[src/rtl/alu_issue_stage.sv]
// alu_issue_stage: registered ID/EX issue stage feeding the execute ALU.
// Holds one decoded instruction, translates ALUOp/funct3/funct7 into the
// ALU Operation code, selects the immediate or rs2 operand and applies
// EX/MEM then MEM/WB forwarding combinationally at the outputs.
// Optional feature macro: ALU_ISSUE_ILLEGAL_EN (flags unsupported encodings
// on ex_illegal; when undefined ex_illegal stays 0).
module alu_issue_stage #(
    parameter int DATA_WIDTH    = 32,
    parameter int OPCODE_LENGTH = 4,
    parameter int REG_ADDR_W    = 5
) (
    input  logic                     clk,
    input  logic                     reset,
    input  logic                     id_valid,
    output logic                     id_ready,
    input  logic [DATA_WIDTH-1:0]    id_rs1_data,
    input  logic [DATA_WIDTH-1:0]    id_rs2_data,
    input  logic [DATA_WIDTH-1:0]    id_imm,
    input  logic [REG_ADDR_W-1:0]    id_rs1,
    input  logic [REG_ADDR_W-1:0]    id_rs2,
    input  logic [REG_ADDR_W-1:0]    id_rd,
    input  logic                     id_alu_src,
    input  logic [1:0]               id_aluop,
    input  logic [2:0]               id_funct3,
    input  logic [6:0]               id_funct7,
    input  logic                     flush,
    input  logic                     ex_ready,
    input  logic                     exmem_regwrite,
    input  logic                     memwb_regwrite,
    input  logic [REG_ADDR_W-1:0]    exmem_rd,
    input  logic [REG_ADDR_W-1:0]    memwb_rd,
    input  logic [DATA_WIDTH-1:0]    exmem_result,
    input  logic [DATA_WIDTH-1:0]    memwb_result,
    output logic                     ex_valid,
    output logic [REG_ADDR_W-1:0]    ex_rd,
    output logic [DATA_WIDTH-1:0]    SrcA,
    output logic [DATA_WIDTH-1:0]    SrcB,
    output logic [OPCODE_LENGTH-1:0] Operation,
    output logic                     ex_illegal
);

`ifdef ALU_ISSUE_ILLEGAL_EN
    localparam bit ILLEGAL_EN = 1'b1;
`else
    localparam bit ILLEGAL_EN = 1'b0;
`endif

    localparam logic [OPCODE_LENGTH-1:0] OP_AND = OPCODE_LENGTH'(4'b0000);
    localparam logic [OPCODE_LENGTH-1:0] OP_OR  = OPCODE_LENGTH'(4'b0001);
    localparam logic [OPCODE_LENGTH-1:0] OP_ADD = OPCODE_LENGTH'(4'b0010);
    localparam logic [OPCODE_LENGTH-1:0] OP_SLL = OPCODE_LENGTH'(4'b0100);
    localparam logic [OPCODE_LENGTH-1:0] OP_SRL = OPCODE_LENGTH'(4'b0101);
    localparam logic [OPCODE_LENGTH-1:0] OP_SUB = OPCODE_LENGTH'(4'b0110);
    localparam logic [OPCODE_LENGTH-1:0] OP_SRA = OPCODE_LENGTH'(4'b0111);
    localparam logic [OPCODE_LENGTH-1:0] OP_EQ  = OPCODE_LENGTH'(4'b1000);
    localparam logic [OPCODE_LENGTH-1:0] OP_NE  = OPCODE_LENGTH'(4'b1110);

    // Pipeline register state
    logic                     valid_q,    valid_d;
    logic [DATA_WIDTH-1:0]    rs1_data_q, rs1_data_d;
    logic [DATA_WIDTH-1:0]    rs2_data_q, rs2_data_d;
    logic [DATA_WIDTH-1:0]    imm_q,      imm_d;
    logic [REG_ADDR_W-1:0]    rs1_q,      rs1_d;
    logic [REG_ADDR_W-1:0]    rs2_q,      rs2_d;
    logic [REG_ADDR_W-1:0]    rd_q,       rd_d;
    logic                     use_imm_q,  use_imm_d;
    logic [OPCODE_LENGTH-1:0] op_q,       op_d;
    logic                     illegal_q,  illegal_d;

    // Decode results for the instruction currently offered by decode
    logic [OPCODE_LENGTH-1:0] dec_op;
    logic                     dec_ill;
    logic                     dec_shift;
    logic                     rtype;
    logic                     xfer;

    // Forwarding mux: EX/MEM beats MEM/WB; x0 never forwards.
    function automatic logic [DATA_WIDTH-1:0] fwd_sel(
        input logic [REG_ADDR_W-1:0] rs,
        input logic [DATA_WIDTH-1:0] rf_data,
        input logic                  em_we,
        input logic [REG_ADDR_W-1:0] em_rd,
        input logic [DATA_WIDTH-1:0] em_res,
        input logic                  mw_we,
        input logic [REG_ADDR_W-1:0] mw_rd,
        input logic [DATA_WIDTH-1:0] mw_res
    );
        logic [DATA_WIDTH-1:0] r;
        r = rf_data;
        if (rs != '0) begin
            if (em_we && (em_rd == rs)) begin
                r = em_res;
            end else if (mw_we && (mw_rd == rs)) begin
                r = mw_res;
            end
        end
        return r;
    endfunction

    assign id_ready = !valid_q || ex_ready;
    assign xfer     = id_valid && id_ready && !flush;
    assign rtype    = (id_aluop == 2'b10);

    // Translate ALUOp/funct3/funct7 into the ALU Operation code
    always_comb begin
        dec_op    = OP_AND;
        dec_ill   = 1'b0;
        dec_shift = 1'b0;
        case (id_aluop)
            2'b00: dec_op = OP_ADD;
            2'b01: begin
                case (id_funct3)
                    3'b000:  dec_op = OP_EQ;
                    3'b001:  dec_op = OP_NE;
                    default: dec_ill = 1'b1;
                endcase
            end
            default: begin
                case (id_funct3)
                    3'b000:  dec_op = (rtype && id_funct7 == 7'b0100000) ? OP_SUB : OP_ADD;
                    3'b111:  dec_op = OP_AND;
                    3'b110:  dec_op = OP_OR;
                    3'b001:  dec_op = OP_SLL;
                    3'b101:  dec_op = id_funct7[5] ? OP_SRA : OP_SRL;
                    default: dec_ill = 1'b1;
                endcase
                if (rtype && id_funct7 != 7'b0000000 && id_funct7 != 7'b0100000) begin
                    dec_ill = 1'b1;
                end
                // I-type shifts take the shift amount from imm[4:0] only
                dec_shift = !rtype && (id_funct3 == 3'b001 || id_funct3 == 3'b101);
            end
        endcase
        if (ILLEGAL_EN && dec_ill) begin
            dec_op = OP_AND;
        end
    end

    // Next state: flush kills (and drops any incoming), transfer loads, consume drains
    always_comb begin
        valid_d    = valid_q;
        rs1_data_d = rs1_data_q;
        rs2_data_d = rs2_data_q;
        imm_d      = imm_q;
        rs1_d      = rs1_q;
        rs2_d      = rs2_q;
        rd_d       = rd_q;
        use_imm_d  = use_imm_q;
        op_d       = op_q;
        illegal_d  = illegal_q;
        if (flush) begin
            valid_d   = 1'b0;
            illegal_d = 1'b0;
        end else if (xfer) begin
            valid_d    = 1'b1;
            rs1_data_d = id_rs1_data;
            rs2_data_d = id_rs2_data;
            imm_d      = dec_shift ? {{(DATA_WIDTH-5){1'b0}}, id_imm[4:0]} : id_imm;
            rs1_d      = id_rs1;
            rs2_d      = id_rs2;
            rd_d       = id_rd;
            use_imm_d  = id_alu_src || dec_shift;
            op_d       = dec_op;
            illegal_d  = ILLEGAL_EN && dec_ill;
        end else if (ex_ready) begin
            valid_d = 1'b0;
        end
    end

    // State register with asynchronous clear
    always_ff @(posedge clk or posedge reset) begin
        if (reset) begin
            valid_q    <= 1'b0;
            rs1_data_q <= '0;
            rs2_data_q <= '0;
            imm_q      <= '0;
            rs1_q      <= '0;
            rs2_q      <= '0;
            rd_q       <= '0;
            use_imm_q  <= 1'b0;
            op_q       <= '0;
            illegal_q  <= 1'b0;
        end else begin
            valid_q    <= valid_d;
            rs1_data_q <= rs1_data_d;
            rs2_data_q <= rs2_data_d;
            imm_q      <= imm_d;
            rs1_q      <= rs1_d;
            rs2_q      <= rs2_d;
            rd_q       <= rd_d;
            use_imm_q  <= use_imm_d;
            op_q       <= op_d;
            illegal_q  <= illegal_d;
        end
    end

    // Operand outputs track forwarding inputs even while stalled
    always_comb begin
        SrcA = fwd_sel(rs1_q, rs1_data_q, exmem_regwrite, exmem_rd, exmem_result,
                       memwb_regwrite, memwb_rd, memwb_result);
        SrcB = use_imm_q ? imm_q :
               fwd_sel(rs2_q, rs2_data_q, exmem_regwrite, exmem_rd, exmem_result,
                       memwb_regwrite, memwb_rd, memwb_result);
    end

    assign ex_valid   = valid_q;
    assign ex_rd      = rd_q;
    assign Operation  = op_q;
    assign ex_illegal = illegal_q;

endmodule

[config.mk]
export PLATFORM = sky130hd
export DESIGN_NAME = alu_issue_stage
export DESIGN_NICKNAME = d
export VERILOG_FILES = /design/src/rtl/alu_issue_stage.sv
export SDC_FILE = /design/constraint.sdc
export NUM_CORES = 1
export LEC_CHECK = 0
export BUFFER_PORTS_ARGS = -buffer_cell sky130_fd_sc_hd__buf_2
export CAP_MARGIN = 5
export CELL_PAD_IN_SITES_DETAIL_PLACEMENT = 0
export CELL_PAD_IN_SITES_GLOBAL_PLACEMENT = 1
export CORE_MARGIN = 2
export CORE_UTILIZATION = 35
export CTS_CLUSTER_DIAMETER = 30
export DETAILED_ROUTE_END_ITERATION = 16
export PLACE_DENSITY_LB_ADDON = 0.1
export SETUP_SLACK_MARGIN = 0.4
export SLEW_MARGIN = 20
export SYNTH_ARGS = -nofsm -noshare
export SYNTH_HDL_FRONTEND = slang
export SYNTH_SLANG_ARGS = --single-unit
[constraint.sdc]
create_clock -name clk -period 4.97 [get_ports clk]
set_input_delay 0.497 -clock clk [delete_from_list [all_inputs] [get_ports clk]]
set_output_delay 0.497 -clock clk [all_outputs]
set_load 0.01 [all_outputs]
==> metrics.txt, run 1 <==
CTS tree=yes; vias in the first global route=approximately 6600; Synth area leaders=dfrtp_1, nand2_1, mux2i_1; maximum vdd drop=about 220 µV; cell depth of the worst flop-to-flop path=6; CP Capture Type=output pin; vias=between 6000 and 7000; number of buffers added on ports=~280; Final ANT Viol Nets=0; Starting Density=0.355; DRC=0; HP Class=in -> async; leakage=roughly 4.7 nW; Largest stage delay, worst path=0.43 ns; Setup CP Type=reg -> out; Placer Congestion=between 0.7 and 0.8; Total Routed Length=about 24000 µm; launch point of the worst reg-to-reg path=ex_valid; Clock power frac=0.390; final instance area=8890 µm²; final core utilization=0.477; area grow syn2layout=34.3%; slowest CP cell=dfrtp_1; Fin. Hold Viols=0; Yosys top cell by area=dfrtp_1; Worst Path Arrival=approximately 3.0 ns; nets@finish=roughly 1200; Critical Path Fanout Max=33; first-pass GRT wire length=approximately 37000 µm; clk sink count=around 120; die extent in y=approximately 140 µm; vias per cell=5.18; Tcrit/Tclk final=0.703; flop2flop setup slack=2.76 ns; combinational share of power=0.255; CTS Buffer Depth=2; # Max-Cap Violations=0; drt pass-1 iters=5; Placed Instance Area=8250 µm²; antenna violations before repair=9; Final Power=about 3.4 mW; I/O pin count=281; sw frac=0.306; status=completed; CP top delay family=buffers and inverters; # setup viols final=0; Core Rows=50; YS warnings=0; Switch Pwr=1.03 mW; average cell area after synthesis=between 8 and 9 µm²; PnR worst setup slack=about 1.5 ns; Die W=about 140 µm; Cells after Synth=753; P_int=roughly 2.3 mW; Worst-path clk slew=about 0.06 ns; capturing point of the worst reg2reg path=use_imm_q; synth unique cells=37; clk_skew=roughly 0.011 ns; # resized after CTS=0; normalized max-slew margin=0.361; GRT Util Overall=0.242; syn_nets=958; root buffer cell=clkbuf_16; setup bufs post-CTS=0; area of the die=about 20000 µm²; Layout fillers=between 1500 and 2000; FF+latch count, synth=between 100 and 150; Crit path top cell by count=buf_4; Power Dens Cells=379 nW/µm²; core area=approximately 19000 µm²; Slew @ Worst Pin=~0.96 ns; WP buf/inv=3; minimum clock period=3.49 ns; worst setup slack after placement=approximately 1.7 ns; Flop pwr share=0.355; remaining global-route overflow=0; sequential-to-total area share from yosys stat=0.442; crit path cell chain=xor2_1 > nor2_4 > buf_4 > nand3_1 > a21boi_4 > buf_4 > a2bb2oi_1 > buf_2; TNS Setup=0 ns; Starting DRT DRC Count=about 350; CTS buffer count=17; CP Data Required Time=approximately 4.5 ns; wire length per cell=just under 20 µm; largest net degree at the start of global routing=about 120; share of the synthesized area in the top cell type=0.442; Max Clock Freq=between 0.2 and 0.3 GHz; startpoint type of the worst setup path=flip-flop; RSZ-0062 raised after global routing=no; hpwl dp=approximately 16000 µm; Post-Syn Area=between 6000 and 7000 µm²; CTS Hold Bufs=0; Pins Over Slew Limit=0; H-tree Lvls=4; layout cells sized above 1=0.327; clock insertion delay at the later pin of the skew report=just over 0.4 ns
[final cells by class]
cell class                      count  area, µm²  share of cell area
Tap cell                          234        293              0.0329
Sequential cell                   117       2930               0.329
Inverter                           40        153              0.0172
Antenna cell                        4       10.0             0.00113
Timing Repair Buffer              293       1510               0.170
Clock buffer                       22        474              0.0534
Clock inverter                      9        150              0.0169
Multi-Input combinational cell    536       3370               0.379
[worst max-delay path by stage]
stage                   endpoint  slack, ns  cells past startpoint        start
global route            SrcA[12]       1.28                      8     rs1_q[3]
detailed placement      SrcA[12]       1.73                      9  memwb_rd[3]
global placement        SrcA[12]       1.72                      9  memwb_rd[3]
floorplan           Operation[0]       1.37                      1        reset
finish                  SrcA[12]       1.48                      8     rs1_q[3]
CTS                     SrcA[12]       1.43                      8     rs1_q[3]
[placed cells by master (no fill, tap or decap), types with 5 or more instances in the layout]
cell | synthesis | layout
dfrtp_1 | 117 | 117
a22o_1 | 27 | 27
nor4_1 | 5 | 5
buf_4 | 1 | 13
xor2_1 | 15 | 15
o21ai_0 | 6 | 6
a221oi_1 | 32 | 32
mux2i_1 | 64 | 64
nand4b_1 | 32 | 32
o22ai_1 | 32 | 32
nand2_1 | 254 | 253
a2bb2oi_1 | 32 | 32
inv_1 | 39 | 38
clkbuf_16 | 0 | 17
buf_2 | 7 | 279
[through the flow]
step	cells	hold slack, ns
after floorplan	753	0.446
after global placement	1220	0.459
after detailed placement	1220	0.457
after CTS	1251	0.117
after global routing	1253	0.143
final	1255	0.116
[logic make-up after synthesis]
logic type,Yosys count,share of synthesized area
xor gates and xnor gates,18,0.0238
DFF,117,0.442
AOI/OAI and AO/OA,139,0.167
buffers and inverters,100,0.0586
other,1,0.000566
muxes,64,0.0968
and+or+nand+nor,314,0.211
[layer usage]
layer	share of wire	track usage
met5	0.0028	0
met4	0.012	0.0721
met2	0.47	0.386
met3	0.077	0.0766
met1	0.44	0.317
[flip-flops by register name, indices dropped and copies added (netlist names)]
name / cells
ex_rd: 5
rs1_q: 5
Operation: 4
rs2_q: 5
ex_valid: 1
rs1_data_q: 32
use_imm_q: 1
rs2_data_q: 32
imm_q: 32
[cells in the mapped netlist]
library cell / n
nand2_1: 254
nor2_1: 5
a222oi_1: 1
xnor2_1: 3
buf_1: 3
clkbuf_1: 49
clkinv_1: 1
nand3b_1: 1
dfrtp_1: 117
a2bb2oi_1: 32
conb_1: 1
buf_2: 7
a31oi_1: 2
nor2b_1: 2
nor3b_1: 3
mux2i_1: 64
a21oi_1: 1
or4_1: 1
nor4_1: 5
o22ai_1: 32
nor3_1: 2
a22oi_1: 2
o221ai_1: 1
a22o_1: 27
xor2_1: 15
inv_1: 39
nand2b_1: 2
o21a_1: 1
nand3_1: 5
a21boi_1: 1
nor4bb_1: 1
and3_1: 1
nand4b_1: 32
buf_4: 1
a221oi_1: 32
o21ai_0: 6
o2111a_1: 1
[power by group through the flow]
stage | Clock, mW | Combinational [mW] | Sequential [mW]
after floorplan | 0 | 0.508 | 1.18
after global placement | 0 | 0.859 | 1.21
after detailed placement | 0 | 0.861 | 1.21
after CTS | 1.34 | 0.864 | 1.19
after global routing | 1.38 | 0.949 | 1.21
final | 1.31 | 0.859 | 1.20
No activity file was read; power rests on OpenSTA's default activity.
==> inputs of run 2 (changes only) <==
- clock period: 4.97 -> 3.58 ns (I/O delays scaled with it)
==> run 2 against run 1 <==
Net effect:
- register-to-register slack got worse by 1.8 ns
- combinational power grew 42%
- wire length is 0.36% higher
- sequential power up 38%
- sequential share of layout area shrank 0.42 points
- largest power group unchanged
- via count increased by 2.3%
- critical path depth decreased by 1
- die area is the same
- power up 37%
- clock-buffer cell count down 3
- highest routed layer unchanged
==> metrics.txt, run 2 (synthesized netlist as in run 1, its figures left out) <==
H-tree Lvls=4 (unchanged); # Max-Cap Violations=0 (unchanged); Layout fillers=1953 (+2.4%); layout cells sized above 1=0.336 (+0.00882); vias in the first global route=6703 (+0.95%); core area=18600 µm² (unchanged); Worst Path Arrival=2.64 ns (-0.36 ns); # setup viols final=0 (unchanged); Setup CP Type=reg -> out; clk_skew=0.00612 ns (-0.00530 ns); first-pass GRT wire length=37300 µm (-0.44%); I/O pin count=281 (unchanged); most frequent cells in the layout=buf_2, nand2_1, dfrtp_1; Max Clock Freq=approximately 0.33 GHz; largest net degree at the start of global routing=70 (-41%); maximum vdd drop=309 µV (+43%); placed cell count=1228 (+0.66%); remaining global-route overflow=0 (unchanged); CTS buffer count=17 (unchanged); crit path cell chain=xor2_1 > nor4_1 > and3_4 > buf_12 > mux2i_1 > a221oi_1 > buf_2; clk sink count=117 (unchanged); slowest CP cell=and3_4; Placer Congestion=0.847 (+7.8%); RSZ-0062 raised after global routing=yes; Pins Over Slew Limit=0 (unchanged); GRT Util Overall=0.241 (-0.00182); worst setup slack after placement=0.776 ns (-0.952 ns); Fin. Hold Viols=0 (unchanged); status=completed; Final ANT Viol Nets=0 (unchanged); CP Capture Type=output pin; nets@finish=1221 (+0.91%); largest registers=imm_q (32), rs1_data_q (32), rs2_data_q (32); clock insertion delay at the later pin of the skew report=0.41 ns (about the same); Starting Density=0.355 (unchanged); hpwl dp=17000 µm (+6.7%); normalized max-slew margin=0.358 (-0.00300); Worst-path clk slew=0.06 ns (about the same); Total Routed Length=24300 µm (+0.36%); Power Dens Cells=512 nW/µm² (+35%); vias per cell=5.25 (+1.4%); Die W=142 µm (unchanged); vias=6654 (+2.3%); Critical Path Fanout Max=17 (-48%); HP Class=in -> reg; register area=2930 µm² (unchanged); area of the die=20000 µm² (unchanged); wire length per cell=19.2 µm (-0.59%); Largest stage delay, worst path=0.47 ns (+0.04 ns); TNS Setup=0 ns (unchanged); die extent in y=142 µm (unchanged); Finished Layout Cells=1267 (+0.96%); antenna violations before repair=6 (-3); area of the multi-input gates=3380 µm² (+0.45%); drt pass-1 iters=6 (+1); CTS Buffer Depth=2 (unchanged); Starting DRT DRC Count=479 (+36%); Tcrit/Tclk final=0.838; commonest non-fill, non-tap cell in the layout=buf_2; minimum clock period=between 2 and 3 ns; Slew @ Worst Pin=0.960 ns (+0.00161 ns); Core Rows=50 (unchanged); area grow syn2layout=36.0%; number of buffers added on ports=279 (unchanged); PnR worst setup slack=0.580 ns (-0.896 ns); leakage=4.78 nW (+0.95%); DRC=0 (unchanged); CTS tree=yes; CP Data Required Time=3.22 ns (-1.25 ns); root buffer cell=clkbuf_16; startpoint type of the worst setup path=flip-flop
==> run 2: cell types whose count changed in the layout (fill, tap and decap cells not counted), sizes merged <==
cell	before	now
buf	293	303
bufinv	4	3
clkbuf	22	19
clkinv	4	7
clkinvlp	2	5
dlygate4sd3	0	1
inv	39	38
==> run 2: final cells by class <==
type / count / area share
Antenna cell: 4 / 0.00111
Clock inverter: 13 / 0.0175
Tap cell: 234 / 0.0325
Timing Repair Buffer: 304 / 0.182
Clock buffer: 19 / 0.0492
Multi-Input combinational cell: 536 / 0.376
Inverter: 40 / 0.0171
Sequential cell: 117 / 0.325
==> run 2: metal layers <==
metal,share of wire,track usage,vias up
met2,0.45,0.378,270
li1,-,-,3189
met5,0.0015,0,-
met1,0.45,0.327,3153
met3,0.075,0.0591,36
met4,0.016,0.0789,6
==> run 2: worst paths after layout <==
check,cells past startpoint,start,slack [ns],end
setup reg to reg,5,ex_valid,0.98,imm_q[31]
min in group asynchronous,3,reset,0.38,rs1_data_q[23]
hold / removal,3,id_rs1_data[24],0.12,rs1_data_q[24]
setup / recovery,7,rs2_q[4],0.58,SrcB[24]
hold reg to reg,2,ex_rd[2],0.47,ex_rd[2]
max in group asynchronous,4,reset,2.08,rs2_data_q[2]
==> run 2: report_power, final <==
group	total, mW	internal, mW	switching [mW]	leakage (nW)
registers	1.66	1.51	0.145	1.45
logic	1.22	0.534	0.683	3.05
clock network	1.74	1.11	0.629	0.285
==> run 2: worst max-delay path, delay by kind of cell, from the launching register on <==
| family | cells | cell delay, ns |
|---|---|---|
| XOR/XNOR | 1 | 0.16 |
| AND/OR/NAND/NOR | 2 | 0.75 |
| multiplexers | 1 | 0.09 |
| AO/OA/AOI/OAI | 1 | 0.34 |
| flip-flops | 1 | 0.43 |
| buffers and inverters | 2 | 0.44 |
==> run 2: metrics by stage <==
stage	power (mW)	cell area [µm²]	util	hold slack (ns)
2_1_floorplan	2.34	6620	-	0.424
3_3_place_gp	2.89	8350	0.448	0.275
3_5_place_dp	2.89	8350	0.448	0.272
4_1_cts	4.65	8970	0.481	0.108
5_1_grt	4.85	9000	0.483	0.123
6_report	4.61	9000	0.483	0.124
==> run 2: repair_timing <==
action,in CTS,in global routing
gates cloned,0,0
endpoints found under the hold margin,5,0
setup endpoints to repair,29,23
pin swaps,0,2
hold buffers,1,0
buffers inserted,0,2
resized for setup,2,2
